**src/rtl/converge_stream_if.sv**
```systemverilog
// Stream/control bundle for converge_stream: evaluation control, the
// entry stream with its handshake, and the result/status outputs.
interface converge_stream_if #(
    parameter int WIDTH      = 16,
    parameter int FRACT      = 8,
    parameter int N_STOCKS   = 4,
    parameter int MAX_SWEEPS = 16
);
    localparam int ACC_W   = 2 * WIDTH + $clog2(N_STOCKS * N_STOCKS);
    localparam int SUM_W   = ACC_W - FRACT;
    localparam int SWEEP_W = $clog2(MAX_SWEEPS + 1);

    logic               start_in;
    logic               clear_sweeps_in;
    logic [WIDTH-1:0]   threshold_in;
    logic [WIDTH-1:0]   entry_in;
    logic               entry_valid_in;
    logic               entry_ready_out;
    logic               busy_out;
    logic               done_out;
    logic               conv_out;
    logic               timeout_out;
    logic [SUM_W-1:0]   sum_out;
    logic [SWEEP_W-1:0] sweep_count_out;

    modport master (
        output start_in, clear_sweeps_in, threshold_in, entry_in, entry_valid_in,
        input  entry_ready_out, busy_out, done_out, conv_out, timeout_out,
               sum_out, sweep_count_out
    );

    modport slave (
        input  start_in, clear_sweeps_in, threshold_in, entry_in, entry_valid_in,
        output entry_ready_out, busy_out, done_out, conv_out, timeout_out,
               sum_out, sweep_count_out
    );
endinterface

```
**src/rtl/converge_stream.sv**
```systemverilog
// Streaming off-diagonal convergence check for the Jacobi eigen-solver.
// Entries arrive row-major, are squared in a one-stage pipeline, and the
// off-diagonal squares are summed. The scaled sum is compared against a
// latched threshold; non-converged evaluations are counted up to a timeout.
// MAX_SWEEPS must be at least 1.
module converge_stream #(
    parameter int WIDTH      = 16,
    parameter int FRACT      = 8,
    parameter int N_STOCKS   = 4,
    parameter int MAX_SWEEPS = 16
) (
    input  logic            clk_in,
    input  logic            rst_in,
    converge_stream_if.slave bus
);
    localparam int ACC_W   = 2 * WIDTH + $clog2(N_STOCKS * N_STOCKS);
    localparam int SUM_W   = ACC_W - FRACT;
    localparam int SWEEP_W = $clog2(MAX_SWEEPS + 1);
    localparam int RC_W    = (N_STOCKS > 1) ? $clog2(N_STOCKS) : 1;
    localparam logic [RC_W-1:0]    LAST_IDX  = RC_W'(N_STOCKS - 1);
    localparam logic [SWEEP_W-1:0] SWEEP_MAX = SWEEP_W'(MAX_SWEEPS);

    typedef enum logic [2:0] {IDLE, ACCUM, FLUSH, COMPARE, DONE} state_t;

    state_t                    state_reg, state_next;
    logic [RC_W-1:0]           row_reg, col_reg;
    logic [2*WIDTH-1:0]        sq_reg;
    logic                      sq_add_reg;
    logic [ACC_W-1:0]          acc_reg;
    logic [WIDTH-1:0]          thresh_reg;
    logic [SUM_W-1:0]          sum_reg;
    logic                      conv_reg, done_reg, timeout_reg;
    logic [SWEEP_W-1:0]        sweep_reg;

    logic                      entry_ready, busy;
    logic                      start_ok, accept, last_entry, off_diag;
    logic signed [2*WIDTH-1:0] entry_ext, square;
    logic [SUM_W-1:0]          sum_next;
    logic                      conv_next;
    logic [SWEEP_W-1:0]        sweep_inc;

    // Start is honoured only while no evaluation is in flight.
    assign start_ok   = bus.start_in && (state_reg == IDLE || state_reg == DONE);
    assign accept     = bus.entry_valid_in && entry_ready;
    assign last_entry = (row_reg == LAST_IDX) && (col_reg == LAST_IDX);
    assign off_diag   = (row_reg != col_reg);

    // Sign-extend before multiplying so the full-width product is exact.
    assign entry_ext  = {{WIDTH{bus.entry_in[WIDTH-1]}}, bus.entry_in};
    assign square     = entry_ext * entry_ext;

    // Scaled sum and threshold test, both evaluated in COMPARE.
    assign sum_next   = SUM_W'(acc_reg >> FRACT);
    assign conv_next  = (sum_next < SUM_W'(thresh_reg));
    assign sweep_inc  = (sweep_reg == SWEEP_MAX) ? sweep_reg : sweep_reg + 1'b1;

    // State register.
    always_ff @(posedge clk_in or posedge rst_in) begin
        if (rst_in) state_reg <= IDLE;
        else        state_reg <= state_next;
    end

    // Next-state logic.
    always_comb begin
        state_next = state_reg;
        case (state_reg)
            IDLE:    if (start_ok) state_next = ACCUM;
            ACCUM:   if (accept && last_entry) state_next = FLUSH;
            FLUSH:   state_next = COMPARE;
            COMPARE: state_next = DONE;
            DONE:    if (start_ok) state_next = ACCUM;
            default: state_next = IDLE;
        endcase
    end

    // State-decoded outputs.
    always_comb begin
        entry_ready = 1'b0;
        busy        = 1'b0;
        case (state_reg)
            ACCUM:   begin entry_ready = 1'b1; busy = 1'b1; end
            FLUSH:   busy = 1'b1;
            COMPARE: busy = 1'b1;
            default: ;
        endcase
    end

    // Row/column position of the next expected entry; stalls on gaps.
    always_ff @(posedge clk_in or posedge rst_in) begin
        if (rst_in) begin
            row_reg <= '0;
            col_reg <= '0;
        end else if (start_ok) begin
            row_reg <= '0;
            col_reg <= '0;
        end else if (accept) begin
            if (col_reg == LAST_IDX) begin
                col_reg <= '0;
                row_reg <= row_reg + 1'b1;
            end else begin
                col_reg <= col_reg + 1'b1;
            end
        end
    end

    // Squarer stage: only accepted off-diagonal entries are marked for summing.
    always_ff @(posedge clk_in or posedge rst_in) begin
        if (rst_in) begin
            sq_reg     <= '0;
            sq_add_reg <= 1'b0;
        end else begin
            if (accept) sq_reg <= square;
            sq_add_reg <= accept && off_diag;
        end
    end

    // Accumulator: squares are non-negative so zero-extension is exact.
    always_ff @(posedge clk_in or posedge rst_in) begin
        if (rst_in)          acc_reg <= '0;
        else if (start_ok)   acc_reg <= '0;
        else if (sq_add_reg) acc_reg <= acc_reg + ACC_W'(sq_reg);
    end

    // Result registers: threshold latched on start, result captured in COMPARE.
    always_ff @(posedge clk_in or posedge rst_in) begin
        if (rst_in) begin
            thresh_reg <= '0;
            sum_reg    <= '0;
            conv_reg   <= 1'b0;
            done_reg   <= 1'b0;
        end else begin
            done_reg <= (state_reg == COMPARE);
            if (start_ok) begin
                thresh_reg <= bus.threshold_in;
                conv_reg   <= 1'b0;
            end else if (state_reg == COMPARE) begin
                sum_reg  <= sum_next;
                conv_reg <= conv_next;
            end
        end
    end

    // Sweep counter and timeout; an explicit clear overrides a COMPARE increment.
    always_ff @(posedge clk_in or posedge rst_in) begin
        if (rst_in) begin
            sweep_reg   <= '0;
            timeout_reg <= 1'b0;
        end else if (bus.clear_sweeps_in) begin
            sweep_reg   <= '0;
            timeout_reg <= 1'b0;
        end else if (state_reg == COMPARE && !conv_next) begin
            sweep_reg <= sweep_inc;
            if (sweep_inc == SWEEP_MAX) timeout_reg <= 1'b1;
        end
    end

    assign bus.entry_ready_out = entry_ready;
    assign bus.busy_out        = busy;
    assign bus.done_out        = done_reg;
    assign bus.conv_out        = conv_reg;
    assign bus.timeout_out     = timeout_reg;
    assign bus.sum_out         = sum_reg;
    assign bus.sweep_count_out = sweep_reg;
endmodule

```
**src/flat_wrapper.sv**
```systemverilog
// flat-port wrapper written by rule: the top's interface ports become plain ports
module converge_stream_flat 
#(
    parameter int WIDTH      = 16,
    parameter int FRACT      = 8,
    parameter int N_STOCKS   = 4,
    parameter int MAX_SWEEPS = 16
)
  (clk_in, rst_in, bus_start_in, bus_clear_sweeps_in, bus_threshold_in, bus_entry_in, bus_entry_valid_in, bus_entry_ready_out, bus_busy_out, bus_done_out, bus_conv_out, bus_timeout_out, bus_sum_out, bus_sweep_count_out);
  converge_stream_if #(.WIDTH(WIDTH), .FRACT(FRACT), .N_STOCKS(N_STOCKS), .MAX_SWEEPS(MAX_SWEEPS)) bus_i ();
  input  logic clk_in;
  input  logic rst_in;
  input wire logic [$bits(bus_i.start_in)-1:0] bus_start_in;
  input wire logic [$bits(bus_i.clear_sweeps_in)-1:0] bus_clear_sweeps_in;
  input wire logic [$bits(bus_i.threshold_in)-1:0] bus_threshold_in;
  input wire logic [$bits(bus_i.entry_in)-1:0] bus_entry_in;
  input wire logic [$bits(bus_i.entry_valid_in)-1:0] bus_entry_valid_in;
  output wire logic [$bits(bus_i.entry_ready_out)-1:0] bus_entry_ready_out;
  output wire logic [$bits(bus_i.busy_out)-1:0] bus_busy_out;
  output wire logic [$bits(bus_i.done_out)-1:0] bus_done_out;
  output wire logic [$bits(bus_i.conv_out)-1:0] bus_conv_out;
  output wire logic [$bits(bus_i.timeout_out)-1:0] bus_timeout_out;
  output wire logic [$bits(bus_i.sum_out)-1:0] bus_sum_out;
  output wire logic [$bits(bus_i.sweep_count_out)-1:0] bus_sweep_count_out;
  assign bus_i.start_in = bus_start_in;
  assign bus_i.clear_sweeps_in = bus_clear_sweeps_in;
  assign bus_i.threshold_in = bus_threshold_in;
  assign bus_i.entry_in = bus_entry_in;
  assign bus_i.entry_valid_in = bus_entry_valid_in;
  assign bus_entry_ready_out = bus_i.entry_ready_out;
  assign bus_busy_out = bus_i.busy_out;
  assign bus_done_out = bus_i.done_out;
  assign bus_conv_out = bus_i.conv_out;
  assign bus_timeout_out = bus_i.timeout_out;
  assign bus_sum_out = bus_i.sum_out;
  assign bus_sweep_count_out = bus_i.sweep_count_out;
  converge_stream #(.WIDTH(WIDTH), .FRACT(FRACT), .N_STOCKS(N_STOCKS), .MAX_SWEEPS(MAX_SWEEPS)) u_core (.clk_in(clk_in), .rst_in(rst_in), .bus(bus_i));
endmodule
```
**config.mk**
```make
export PLATFORM = sky130hd
export DESIGN_NAME = converge_stream_flat
export DESIGN_NICKNAME = d
export VERILOG_FILES = /design/src/rtl/converge_stream_if.sv /design/src/rtl/converge_stream.sv /design/src/flat_wrapper.sv
export SDC_FILE = /design/constraint.sdc
export NUM_CORES = 1
export LEC_CHECK = 0
export ABC_AREA = 0
export CELL_PAD_IN_SITES_DETAIL_PLACEMENT = 1
export CELL_PAD_IN_SITES_GLOBAL_PLACEMENT = 2
export CORE_ASPECT_RATIO = 1.5
export CORE_UTILIZATION = 36
export DETAILED_ROUTE_END_ITERATION = 7
export GPL_ROUTABILITY_DRIVEN = 0
export PLACE_DENSITY = 0.81
export REMOVE_ABC_BUFFERS = 1
export SETUP_SLACK_MARGIN = 0.3
export SYNTH_ARGS = -nofsm -noshare
export SYNTH_HDL_FRONTEND = slang
export SYNTH_SLANG_ARGS = --single-unit
```
**constraint.sdc**
```tcl
create_clock -name clk_in -period 4.6 [get_ports clk_in]
set_input_delay 1.15 -clock clk_in [delete_from_list [all_inputs] [get_ports clk_in]]
set_output_delay 1.15 -clock clk_in [all_outputs]
set_load 0.1 [all_outputs]
```
# Word-level counts from Yosys, hierarchy flattened
# Cells that the tools add are included.
# word_totals
word_cells	72
out_inout_bits	38
input_bits	37
ff_bits	128
# classes
order_cmp	1
eq_ne	11
mux	21
n_addsub	4
n_reduce_logical	21
mul	1
bitwise_logic	1
# op_table
operator	count
2-to-1 mux 36 bit	2
adder 36 x 32 -> 36 bit	1
multiplier 16 x 16 -> 32 bit	1
less-than comparator 28 x 16 -> 1 bit	1
2-to-1 mux 5 bit	3
2-to-1 mux 2 bit	6
one-hot mux 3 bit (4 select lines)	1
nonzero test 2 bit	6
== test 5 bit, second input constant	2
AND reduction 2 bit	4
2-to-1 mux 1 bit	7
== test 3 x 2 -> 1 bit, second input constant	2
logical AND 1 bit	6
2-to-1 mux 3 bit	2
adder 5 x 1 -> 5 bit, second input constant	1
adder 2 x 1 -> 2 bit, second input constant	2
== test 2 bit, second input constant	2
!= test 2 x 1 -> 1 bit, second input constant	2
== test 3 x 1 -> 1 bit, second input constant	1
== test 3 bit, second input constant	1
logical NOT 3 bit	1
OR reduction 3 bit	1
!= test 2 bit	1
OR reduction 2 bit	1
3 further kinds	3

# Longest topological paths before layout
# Gate-level depths: netlist of the first run.
# depth
ltp_word	6
depth_mapped	25
ltp_nobuf	24

# Worst setup path after synthesis of the first run
# Ideal clock, no wire load.
# synth_path
path_kind	input port to flip-flop
startpoint	input bus_entry_in[5]
endpoint	register u_core.sq_reg[31]
t_arrival_ps	6906
n_path_buf	2
setup_time_ps	130
slack_ps	-2436
t_required_ps	4470
path_stages	22
path_cell_list	clkbuf_1 > clkbuf_1 > nand2_1 > fa_1 > fa_1 > fa_1 > inv_1 > fa_1 > fa_1 > inv_1 > fa_1 > inv_1 > ha_1 > nand2_1 > o21ai_0 > o22ai_1 > nor3b_1 > o32ai_2 > o2111ai_1 > a21oi_1 > xnor2_1 > o21ai_1
# synth_via
elab_chain_len	1
# synth_lines
element	line_no	text
from (decl)	flat_wrapper.sv:16	input wire logic [$bits(bus_i.entry_in)-1:0] bus_entry_in;
multiplier 16 x 16 -> 32 bit	converge_stream.sv:50	assign square = entry_ext * entry_ext;
to (signal assigned)	converge_stream.sv:112	if (accept) sq_reg <= square;
to (decl)	converge_stream.sv:27	logic [2*WIDTH-1:0] sq_reg;
# Every way passes these cells.
# A chain may end at the register's enable or synchronous reset.

# Final worst setup path of the first run
# layout_path
startpoint	input bus_entry_in[7]
endpoint	register u_core.sq_reg[30]
# The elaborated chain is that of the path after synthesis.

==> key figures, run 1 <==
Status
  – Status: finished with violations
  – Failing checks: negative setup slack

Logic synthesis
  – Synth warn: 0
  – Synth area leader: fa_1
  – Synthesized cell area: 15900 µm²
  – Synth unique cells: 63
  – Top cells by area, synth: fa_1 (30%), dfrtp_1 (20%), ha_1 (11%), inv_1 (8.5%), nand2_1 (5.9%)
  – Sequential share of the synthesized area: 20.0%
  – Post-synth EDFFs: 0
  – Syn Inst Count: 1745
  – Post-Syn Area per Cell: 9.11 µm²
  – #FFs+latches synth: 127
  – Top cell type's share of synthesized area: 29.6%
  – Main synth FF type: dfrtp_1
  – Async S/R FF share, synth: 100%

Route
  – Routed wire per std cell: 16.8 µm
  – Via density: 4.87
  – DRC viols: 0
  – Initial DRC count: 413
  – DR pass1 iterations: 6
  – Routed Antenna Nets: 0
  – Total Wirelength: 44.1 mm
  – Via Count: 12.8k

Layout
  – P&R area growth vs syn: 29.6%
  – Antenna cells: 0
  – Fin cells: 2620
  – Fin util: 47.6%
  – Fin nets: 2453
  – Max reg flops: 36
  – Share of layout cells above drive strength 1: 23.5%

Global routing
  – Global-route wire length before repair: 73.2 mm
  – Gr usage total: 20.4%
  – Initial antenna violation count: 0
  – Grt met3 use: 1.90%
  – Pin count of the biggest net entering global routing: 128
  – GR peak layer: met2
  – Met1 Usage GRT: 21.1%
  – Vias in the first global route: 14.8k
  – Met2 Usage GRT: 40.7%
  – GRT overflow: 0

Critical path
  – CP Max Fanout: 6
  – Crit-path cells: buf_2 -> buf_6 -> and2_4 -> fa_1 -> inv_2 -> fa_2 -> fa_2 -> inv_2 -> fa_1 -> fa_1 -> inv_1 -> fa_1 -> inv_2 -> ha_4 -> buf_4 -> or3b_2 -> a31oi_2 -> o311ai_2 -> buf_4 -> a21oi_4 -> a21oi_2 -> o21ai_2 -> mux2i_1 -> o21ai_1
  – R2r setup slk: 1.30 ns
  – Worst Setup EP: u_core.sq_reg[30]
  – Reg2reg path depth: 10
  – CP max stage delay: 0.56 ns
  – CP Launch Type: input pin
  – FF-to-FF End: u_core.acc_reg[32]
  – CP most frequent cell: fa_1
  – CP endpoint kind: register
  – Slowest-stage cell, CP: fa_1
  – CP arrival: 6.84 ns
  – Worst endpoint required time: 4.89 ns
  – Launch point of the worst path: bus_entry_in[7]
  – RR Startpoint: u_core.acc_reg[10]
  – Crit path kind: input pin to register

Die
  – Die Area: 45000 µm²
  – Die extent in x: 174 µm
  – # IOs: 75
  – Chip height: 259 µm
  – Initial Utilization: 36.7%
  – Row cnt: 93
  – Core area: 43300 µm²

Timing
  – Final min period: 6.55 ns
  – Slew of the pin with the lowest slew margin: 0.972 ns
  – Fin crit share: 142%
  – Worst-case hold slack: 0.470 ns
  – RSZ-0062 raised after global routing: yes
  – Final Hold Vio Count: 0
  – Setup TNS: -35.30 ns
  – Max Slew Vio Count: 0
  – Final setup viols: 25
  – FMAX: 0.153 GHz
  – Relative slew slack: 35.0%
  – Final worst slack: -1.95 ns
  – Worst Clk Skew: 0.00762 ns

CTS
  – CTS buffer count: 17
  – Hold buffer count at cts: 0
  – CTS Buffer Depth: 2
  – Clock root buffer: clkbuf_16
  – Clk pin slew, worst setup/hold paths: 0.05 ns
  – Worst-Skew Late Latency: 0.43 ns
  – TritonCTS clock tree: done
  – H-Tree Depth: 4
  – Clk sink count: 127

Placed design
  – DP HPWL: 35.9 mm
  – Placed insts: 2549
  – Port bufs: 74

Hold path
  – Type of the tightest min-delay check: register to register

Job
  – Max Cap Violations: 0
## synthesized netlist by cell type, drive strengths merged, types with 4 or more instances
cell and instances:
a2111oi 4, a21oi 55, o21a 7, buf 4, a31o 6, nand2b 13, o21ai 83, dfrtp 127
a21o 29, clkbuf 48, a211oi 14, and2 37, nor2b 7, nor2 94, nand4 7, mux2i 29
nand3 20, ha 142, nand2 250, o31ai 6, or4 6, fa 235, nor3 13, a31oi 7
o21bai 8, inv 361, nor4 5, xnor2 51, o211ai 4, xor2 23, and3 7
## how the worst min path moves through the flow
stage,start,endpoint,slack (ns),cells after the start
3_5_place_dp,u_core.bus.sum_out[26],u_core.bus.sum_out[26],0.47,2
5_1_grt,u_core.sq_reg[21],u_core.sq_reg[21],0.50,2
2_1_floorplan,u_core.thresh_reg[0],u_core.thresh_reg[0],0.45,2
3_3_place_gp,u_core.bus.sum_out[26],u_core.bus.sum_out[26],0.46,2
6_report,u_core.bus.sum_out[26],u_core.bus.sum_out[26],0.47,2
4_1_cts,u_core.bus.sum_out[26],u_core.bus.sum_out[26],0.48,2
## layer usage
metal	wire (µm)	share of wire [%]
met1	16800	38
met2	24800	56
met3	713	1.6
met4	1770	4.0
met5	0	0
## worst max-delay path, delay by kind of cell
| family | cells | cell delay, ns |
|---|---|---|
| and+or+nand+nor | 2 | 0.61 |
| buffers and inverters | 8 | 0.75 |
| adders and majority gates | 7 | 3.29 |
| muxes | 1 | 0.20 |
| AOI/OAI and AO/OA | 6 | 0.83 |
## kinds of logic after synthesis
family                     after synthesis  synth area share (%)
AOI/OAI and AO/OA                      249                  10.3
xor gates and xnor gates                74                  4.08
adders and majority gates              377                  40.8
buffers and inverters                  414                  9.78
DFF                                    127                  20.0
muxes                                   29                  1.83
and+or+nand+nor                        475                  13.2
## through the flow
step	setup WS, ns	area, µm²
after global routing	-2.20	20600
final	-1.95	20600
after CTS	-1.99	20200
after floorplan	-2.21	15700
after global placement	-3.41	18800
after detailed placement	-3.53	18800
## placed cells by master (no fill, tap or decap), types with 36 or more instances in the layout
| cell type | synthesis | routed |
|---|---|---|
| a21oi_1 | 54 | 39 |
| buf_4 | 0 | 213 |
| buf_6 | 0 | 37 |
| clkdlybuf4s50_1 | 0 | 57 |
| dfrtp_1 | 127 | 126 |
| fa_1 | 235 | 217 |
| ha_1 | 142 | 118 |
| inv_1 | 361 | 323 |
| inv_2 | 0 | 36 |
| nand2_1 | 250 | 232 |
| nor2_1 | 94 | 82 |
| o21ai_0 | 79 | 58 |
| xnor2_1 | 51 | 48 |
## final cells by class
cell class,count,area (µm²)
Clock buffer,24,482
Clock inverter,6,60.1
Fill cell,5037,22700
Inverter,362,1370
Multi-Input combinational cell,1204,11900
Sequential cell,127,3180
Tap cell,570,713
Timing Repair Buffer,327,2880
## repair_timing
action | in CTS | in global routing
resized for setup | 232 | 96
pin swaps | 84 | 54
cloned | 1 | 0
endpoints found under the setup margin | 27 | 27
setup buffers | 34 | 6
Power of run 1 is left out: the tool's default activity adds up to more than one toggle a clock period on the data nets, which glitch-free logic cannot reach.
==> inputs of run 2 (changes only) <==
--- a/config.mk
+++ b/config.mk
@@ -5,14 +5,14 @@
 export SDC_FILE = /design/constraint.sdc
 export NUM_CORES = 1
 export LEC_CHECK = 0
-export ABC_AREA = 0
+export ABC_AREA = 1
 export CELL_PAD_IN_SITES_DETAIL_PLACEMENT = 1
 export CELL_PAD_IN_SITES_GLOBAL_PLACEMENT = 2
 export CORE_ASPECT_RATIO = 1.5
-export CORE_UTILIZATION = 36
+export CORE_UTILIZATION = 34
 export DETAILED_ROUTE_END_ITERATION = 7
 export GPL_ROUTABILITY_DRIVEN = 0
-export PLACE_DENSITY = 0.81
+export PLACE_DENSITY = 0.82
 export REMOVE_ABC_BUFFERS = 1
 export SETUP_SLACK_MARGIN = 0.3
 export SYNTH_ARGS = -nofsm -noshare
==> run 2 against run 1 <==
  * Via count grew 26%
  * Register-to-register slack gained 0.97 ns
  * Clock skew grew 0.0027 ns
  * Critical endpoint is now u_core.sq_reg[19]
  * Setup slack gained 0.59 ns
  * The flow still finishes with violations (negative setup slack)
  * Wire length grew 36%
  * Final area grew 16%
  * Hold slack lost 0.0036 ns
==> key figures, run 2 <==
Status
  – Status: finished with violations
  – Failing checks: negative setup slack

CTS
  – CTS Buffer Depth: 2 (unchanged)
  – Worst-Skew Late Latency: 0.44 ns (about the same)
  – TritonCTS clock tree: done
  – Clk sink count: 127 (unchanged)
  – H-Tree Depth: 4 (unchanged)
  – Clock root buffer: clkbuf_16
  – CTS buffer count: 17 (unchanged)
  – Clk pin slew, worst setup/hold paths: 0.06 ns (about the same)

Timing
  – Final Hold Vio Count: 0 (unchanged)
  – RSZ-0062 raised after global routing: yes
  – Final worst slack: -1.36 ns (+0.592 ns)
  – Final setup viols: 25 (unchanged)
  – Worst Clk Skew: 0.0103 ns (+0.00269 ns)
  – Slew of the pin with the lowest slew margin: 1.02 ns (+0.0517 ns)
  – Max Slew Vio Count: 0 (unchanged)
  – Relative slew slack: 31.7% (-3.2 points)
  – Fin crit share: 130% (-13 points)
  – Final min period: 5.96 ns (-0.592 ns)
  – FMAX: 0.168 GHz (+9.9%)
  – Worst-case hold slack: 0.467 ns (-0.00355 ns)

Critical path
  – Slowest-stage cell, CP: fa_2
  – CP max stage delay: 0.62 ns (+0.06 ns)
  – CP top delay family: adder cells
  – CP endpoint kind: register
  – CP Max Fanout: 5 (-1)
  – CP most frequent cell: fa_2
  – Worst endpoint required time: 4.92 ns (+0.03 ns)
  – CP Launch Type: input pin
  – CP arrival: 6.28 ns (-0.56 ns)
  – Buffers & Inverters on Critical Path: 9 (+1)
  – Crit path kind: input pin to register

Route
  – Total Wirelength: 60.0 mm (+36%)
  – DR pass1 iterations: 4 (-2)
  – Routed wire per std cell: 18.2 µm (+7.9%)
  – Via Count: 16.0k (+26%)
  – DRC viols: 0 (unchanged)
  – Initial DRC count: 476 (+15%)
  – Routed Antenna Nets: 0 (unchanged)
  – Via density: 4.86 (-0.35%)

Die
  – Die Area: 52000 µm² (+16%)
  – Core area: 50500 µm² (+17%)
  – Chip height: 279 µm (+7.5%)
  – # IOs: 75 (unchanged)
  – Row cnt: 101 (+8.6%)
  – Die extent in x: 187 µm (+7.5%)
  – Initial Utilization: 34.4% (-2.4 points)

Logic synthesis
  – Synthesized cell area: 17400 µm² (+9.3%)
  – Top cells by area, synth: fa_1 (27%), dfrtp_1 (18%), nand2_1 (13%), inv_1 (12%), ha_1 (10%)
  – Synth area leader: fa_1
  – Post-Syn Area per Cell: 7.62 µm² (-16%)
  – Syn Inst Count: 2281 (+31%)
  – Synth warn: 0 (unchanged)
  – Most frequent cell after synthesis: nand2_1
  – Async S/R FF share, synth: 100% (unchanged)
  – Synth cell count leaders: nand2_1 (620), inv_1 (534), fa_1 (235), ha_1 (142), dfrtp_1 (127)
  – Post-synth EDFFs: 0 (unchanged)
  – #FFs+latches synth: 127 (unchanged)
  – Main synth FF type: dfrtp_1
  – Synth unique cells: 47 (-25%)
  – Sequential share of the synthesized area: 18.3% (-1.7 points)
  – Top cell type's share of synthesized area: 27.1% (-2.5 points)

Layout
  – Share of layout cells above drive strength 1: 28.8% (+5.3 points)
  – Commonest non-fill, non-tap cell in the layout: nand2_1
  – P&R area growth vs syn: 37.0%
  – Most frequent cells in the layout: nand2_1 (509), inv_1 (459), buf_4 (222), fa_1 (210), dfrtp_1 (127)
  – Max reg flops: 36 (unchanged)
  – Antenna cells: 0 (unchanged)
  – Fillers: 6077 (+21%)
  – Fin nets: 3035 (+24%)
  – Fin cells: 3303 (+26%)

Global routing
  – GRT overflow: 0 (unchanged)
  – Global-route wire length before repair: 96.6 mm (+32%)
  – Initial antenna violation count: 0 (unchanged)
  – Vias in the first global route: 19.0k (+28%)
  – Pin count of the biggest net entering global routing: 108 (-16%)
  – Gr usage total: 23.5% (+3.1 points)

Placed design
  – Port bufs: 74 (unchanged)
  – Placed insts: 3193 (+25%)
  – DP HPWL: 46.1 mm (+28%)
  – Pre-CTS setup slack: -2.56 ns (+0.962 ns)

Hold path
  – Type of the tightest min-delay check: register to register

Job
  – Max Cap Violations: 0 (unchanged)
-- run 2: changes by cell type after synthesis, moves of 27 or more --
cell / change
a21oi_1: +27
and2_1: -34
inv_1: +173
mux2i_1: -29
nand2_1: +370
nand3_1: +83
xnor2_1: -34
-- run 2: repair_timing --
| item | CTS | global route |
|---|---|---|
| hold buffers | 0 | 0 |
| gates resized for setup | 506 | 121 |
| pin swaps | 206 | 106 |
| setup buffers | 64 | 9 |
| endpoints found under the hold margin | 0 | 0 |
| setup endpoints to repair | 27 | 26 |
| gates cloned | 5 | 0 |
-- run 2: final timing paths --
check,startpoint,cells after the start,slack [ns],end
setup reg to reg,u_core.acc_reg[25],10,2.27,u_core.acc_reg[35]
hold reg to reg,u_core.bus.sum_out[10],2,0.47,u_core.bus.sum_out[10]
setup / recovery,bus_entry_in[12],25,-1.36,u_core.sq_reg[19]
max in group asynchronous,rst_in,3,2.53,u_core.thresh_reg[4]
hold / removal,u_core.bus.sum_out[10],2,0.47,u_core.bus.sum_out[10]
min in group asynchronous,rst_in,2,1.30,u_core.acc_reg[20]
-- run 2: worst reg2reg max path, stage by stage (launching register included) --
cell and delay (ns):
dfrtp_1 0.47, ha_1 0.46, nand2_1 0.13, nor2_1 0.29
nand2_1 0.18, nor2_2 0.14, nand3_1 0.11, nand3_2 0.20
nand3_1 0.11, nand2_1 0.08, nor2_1 0.04
-- run 2: kinds of logic after synthesis --
kind of cell    count (synthesis)  synth area share [%]
xor+xnor                       36                  1.82
flops                         127                  18.3
simple gates                  926                  22.6
fa+ha+maj                     377                  37.3
buf+inv                       595                  13.0
compound gates                220                  6.99
-- run 2: routing by layer --
| metal | GRT usage, % | share of wire, % | vias to the layer above |
|---|---|---|---|
| met5 | 0 | 0 | - |
| met3 | 2.09 | 1.8 | 152 |
| met4 | 10.8 | 4.9 | 0 |
| li1 | - | - | 7558 |
| met2 | 49.2 | 58 | 257 |
| met1 | 22.4 | 35 | 8073 |
-- run 2: cell type report --
type                            instances  area, µm²  area share [%]
Clock buffer                           21        450            1.89
Sequential cell                       127       3180            13.4
Timing Repair Buffer                  373       3460            14.5
Tap cell                              669        837            3.52
Multi-Input combinational cell       1559      13700            57.4
Clock inverter                         11        140           0.589
Inverter                              543       2070            8.72
-- run 2: per-stage QoR --
step	cell area [µm²]	TNS, ns	utilization, %
floorplan	17200	-25.77	-
global placement	20500	-55.51	40.6
detailed placement	20500	-58.56	40.6
CTS	23300	-26.56	46.0
global route	23800	-31.90	47.1
finish	23800	-28.62	47.1
Power of run 2 is left out for the same reason.
